### config.mk
export PLATFORM = sky130hd
export DESIGN_NAME = registers
export DESIGN_NICKNAME = d
export VERILOG_FILES = /design/src/rtl/registers_pkg.sv /design/src/rtl/registers.sv
export SDC_FILE = /design/constraint.sdc
export NUM_CORES = 1
export LEC_CHECK = 0
export ABC_AREA = 1
export BUFFER_PORTS_ARGS = -buffer_cell sky130_fd_sc_hd__buf_2
export CORE_UTILIZATION = 60
export CTS_CLUSTER_DIAMETER = 40
export DETAILED_ROUTE_END_ITERATION = 10
export HOLD_SLACK_MARGIN = 0.1
export PLACE_DENSITY = 0.87
export SYNTH_ARGS = -nofsm -noshare
export SYNTH_HDL_FRONTEND = slang
export SYNTH_SLANG_ARGS = --single-unit
### constraint.sdc
create_clock -name clk -period 1.9 [get_ports clk]
set_clock_uncertainty 0.1 [all_clocks]
set_input_delay 0.095 -clock clk [delete_from_list [all_inputs] [get_ports clk]]
set_output_delay 0.095 -clock clk [all_outputs]
set_load 0.01 [all_outputs]
### src/rtl/registers_pkg.sv
// Shared sizing and word type for the 8x8 general-purpose register file.
package registers_pkg;

  localparam int unsigned DATA_W = 8;
  localparam int unsigned ADDR_W = 3;
  localparam int unsigned DEPTH  = 2 ** ADDR_W;

  typedef logic [DATA_W-1:0] reg_word_t;

endpackage

### src/rtl/registers.sv
// Register file: 8 x 8-bit entries, one shared address, synchronous write, registered read.
// Build option: define REGISTERS_BYPASS_EN to forward data_in to data_out on same-cycle rd+wr.
module registers
  import registers_pkg::*;
(
  input  logic              clk,
  input  logic              rst_n,
  input  logic [ADDR_W-1:0] addr,
  input  logic              rd,
  input  logic              wr,
  input  logic [DATA_W-1:0] data_in,
  output logic [DATA_W-1:0] data_out
);

  reg_word_t mem [DEPTH];

  // Storage and output register; an X/Z enable falls through to the hold branch.
  always_ff @(posedge clk or negedge rst_n) begin
    if (!rst_n) begin
      for (int unsigned i = 0; i < DEPTH; i++) begin
        mem[i] <= '0;
      end
      data_out <= '0;
    end else begin
      if (wr) begin
        mem[addr] <= data_in;
      end
      if (rd) begin
`ifdef REGISTERS_BYPASS_EN
        data_out <= wr ? data_in : mem[addr];
`else
        data_out <= mem[addr];
`endif
      end
    end
  end

endmodule

**Word level (Yosys, flattened, before mapping)**

Cells that the tools add are included.
W data, S select, Z words.

- Bitwise operators: 1
- Reduce and logical (&&, ||, !) cells: 1
- Order comparisons: 2
- Multiplexer cells: 6

Operators with widths:

| kind | count |
|---|---|
| $bwmux W64 | 1 |
| $bmux W8 S3 | 1 |
| $demux W8 S3 | 1 |
| $mux W8 | 3 |
| $ge A4 B4 Y1 const B | 1 |
| $lt A4 B1 Y1 const B | 1 |
| $not A3 Y4 | 1 |
| $logic_and A1 B1 Y1 | 1 |

- Bits in registers: 72
- Logic and storage cells: 19
- Output and inout bits: 8
- Input bits: 15

**Longest topological paths before layout**

- Word-level depth: 6
- Mapped depth: 8
- Gate-level depth less buffers: 6

**Worst setup path after synthesis**

OpenSTA, ideal clock, no wires.

- Path kind: input to register
- Start: input addr[0]
- End: register data_out[5]
- Stages on the path: 7
- Library setup time: 0.117 ns
- Buffers on the path: 2
- Data required time: 1.683 ns
- Setup slack: 0.827 ns
- Arrival time: 0.856 ns
- Cells stage by stage: buf_2 clkbuf_1 nand2_1 nand3_1 nand3_1 nor2_1 nor2_1

- Cells in the longest elaborated chain, start to end: 4

Ends and longest elaborated chain:

| item | RTL line | RTL |
|---|---|---|
| start, declared | registers.sv:8 | `input logic [ADDR_W-1:0] addr,` |
| $not A3 Y4 (implied by the code) | registers.sv:32 | `data_out <= mem[addr];` |
| $bmux W8 S3 | registers.sv:32 |  |
| $mux W8 (implied by the code) (2 in a row) | registers.sv:32 |  |
| end signal, assigned | registers.sv:32 |  |
| end, declared | registers.sv:12 | `output logic [DATA_W-1:0] data_out` |

No other way between the ends. The select of a mux whose other input is x is not followed.
A chain may end at the register's enable or synchronous reset.

**Final worst setup path**

- Start: register mem[27] (netlist bit)
- End: register data_out[3]

- Cells in the longest elaborated chain, start to end: 3

Ends and longest elaborated chain:

| item | RTL line | RTL |
|---|---|---|
| start, declared | registers.sv:15 | `reg_word_t mem [DEPTH];` |
| start signal, assigned by index | registers.sv:26 | `mem[addr] <= data_in;` |
| $bmux W8 S3 | registers.sv:32 |  |
| $mux W8 (implied by the code) (2 in a row) | registers.sv:32 |  |

No other way between the ends. The select of a mux whose other input is x is not followed.

==> out/summary.txt <==
Fmax: 850 MHz
Longest Clk Path Bufs: 2
Synthesized Nets: 440
Worst setup SP type: flip-flop
Power Density: 993 nW/um^2
Clk_lat worst skew: 360 ps
Yosys top cell area share: 0.543
Vias: 2,998
Pin count of the biggest net entering global routing: 73
Die Ht: 76.4 um
Vias in the first global route: 2,885
Maximum vdd ir drop: 0.000456 V
Critical Path RT: 2060 ps
RSZ-0062 raised after global routing: no
Core area: 5200 sq um
Hold Path Class: in -> reg
Synth area leaders: dfrtp_1, nand2_1, o21ai_0, inv_1, nand3_1
Final Critical Period: 1180 ps
Final setup violation count: 0
WL per Instance: 15.7 um
Post-cts resize count: 0
Hold Vio Cnt, Final: 0
Nets@finish: 475
Yosys cell types: 15
Clock-pin slew on the worst setup and hold paths: 70 ps
Ratio of cells with drive above 1 in the final layout: 0.102
Crit end category: flip-flop
Htree depth: 3
DR pass1 iterations: 5
Area grow syn2layout: 13.4%
Max-Cap Viols: 0
Crit path cell chain: or2_2, nand3_1, nand3_1, nor2_1, nor2_1
Syn_area_per_cell: 7.81 sq um
Total grt overflow: 0
Cells after Synth: 425
IO Port Bufs: 22
Max Slew Vio Count: 0
Worst path slowest cell: dfrtp_1
Placer congestion estimate: 0.911
Worst Path Max Fanout: 2
Critical path arrival: 1340 ps
Synthesized flop and latch total: 72
Iter 0 DRT Violations: 346
Vias/cell: 5.62
Leak pwr: 1.98 nW
FF/Latch Area: 1800 sq um
First-pass GRT wire length: 13,700 um
TritonCTS Buffers: 9
Final antenna-violating net count: 0
Post-route setup TNS: 0 ps
Fillers: 368
Clk sink count: 72
Cell row count: 26
DP HPWL: 5210 um
DRC violations left: 0
CTS tree: built
Final worst path period share: 0.619
Die Wd: 76.4 um
Kind of critical path: reg -> reg
# diodes: 0
Antenna violations before repair: 0
Warnings, synthesis: 0
Netlist Area Pre-Place: 3320 sq um
Multi-input gate area: 1190 sq um
Seq/Total Area, Yosys: 0.543
Synth area leader: dfrtp_1
Hold WS: 167 ps
Rel. slew slack: 0.649
Max stage delay on crit path: 390 ps
Wirelength, routed: 8360 um
Die area: 5830 sq um
Slew @ Worst Pin: 525 ps
Initial Util: 0.637
Num ports: 23
GRT Overall Usage: 0.315
Status: complete, no violations
CTS Root Cell: clkbuf_8
Utilization after layout: 0.723
## placed cells by master, fill, tap and decap left out, drive strengths merged
cell,instances
nand3,39
o21ai,64
dfrtp,72
clkbuf,14
nand2,139
a21oi,5
or2,3
a21boi,1
buf,30
nor3,1
nor2,24
dlygate4sd3,10
inv,60
clkinv,1
## metal layers
metal | vias to the layer above | track usage | wire length, um
li1 | 1386 | - | -
met1 | 1406 | 0.391 | 3280
met2 | 176 | 0.482 | 3910
met3 | 30 | 0.114 | 829
met4 | 0 | 0.169 | 344
met5 | - | 0 | 0
## Yosys cell counts (all sizes together)
master / number
nand2: 139
dfrtp: 72
o21ai: 64
inv: 60
nand3: 39
nor2: 24
buf: 11
a21oi: 5
clkbuf: 5
or2: 3
a21boi: 1
clkinv: 1
nor3: 1
## repair_timing
item                                   4_1_cts  5_1_grt
hold buffers                                10        0
buffers inserted                             0        0
endpoints found under the hold margin      102        0
## final timing paths
kind	cells past startpoint	slack (ps)	startpoint	to
worst max register to register	5	720	mem[27]	data_out[3]
max in group asynchronous	3	1220	rst_n	mem[63]
worst min-delay path	5	170	addr[0]	data_out[4]
worst min register to register	2	390	mem[23]	mem[23]
min in group asynchronous	3	190	rst_n	mem[23]
worst max-delay path	5	720	mem[27]	data_out[3]
## cell type report
type                       count  share of cell area
inverter                      61              0.0609
sequential                    72               0.479
tap                           70              0.0233
timing repair buffer          40              0.0752
multi-input combinational    276               0.316
clock buffer                  14              0.0459
## sequential cells by signal, indices dropped and copies added (netlist names)
signal	flops
mem	64
data_out	8
## per-stage QoR
stage	instances	total power, W	setup slack [ps]	instance area (sq um)
4_1_cts	533	0.00372	740	3760
3_3_place_gp	509	0.00258	493	3490
2_1_floorplan	425	0.00238	827	3320
3_5_place_dp	509	0.00262	404	3490
6_report	533	0.00373	724	3760
5_1_grt	533	0.00392	633	3760
## power breakdown
part	internal, W	switching [W]
Sequential	0.00182	0.000159
Clock	0.000568	0.000530
Combinational	0.000248	0.000411
## critical path: cells and delay by family, from the launching register on
kind	cells	cell delay (ps)
and+or+nand+nor	5	570
DFF	1	390
## kinds of logic (layout without fill, tap and decap cells)
kind of cell,after synthesis,in the layout,share of synthesized area
AOI/OAI and AO/OA,70,70,0.106
buffers and inverters,77,115,0.0988
DFF,72,72,0.543
and+or+nand+nor,206,206,0.252
Power figures use the tool's default switching activity.
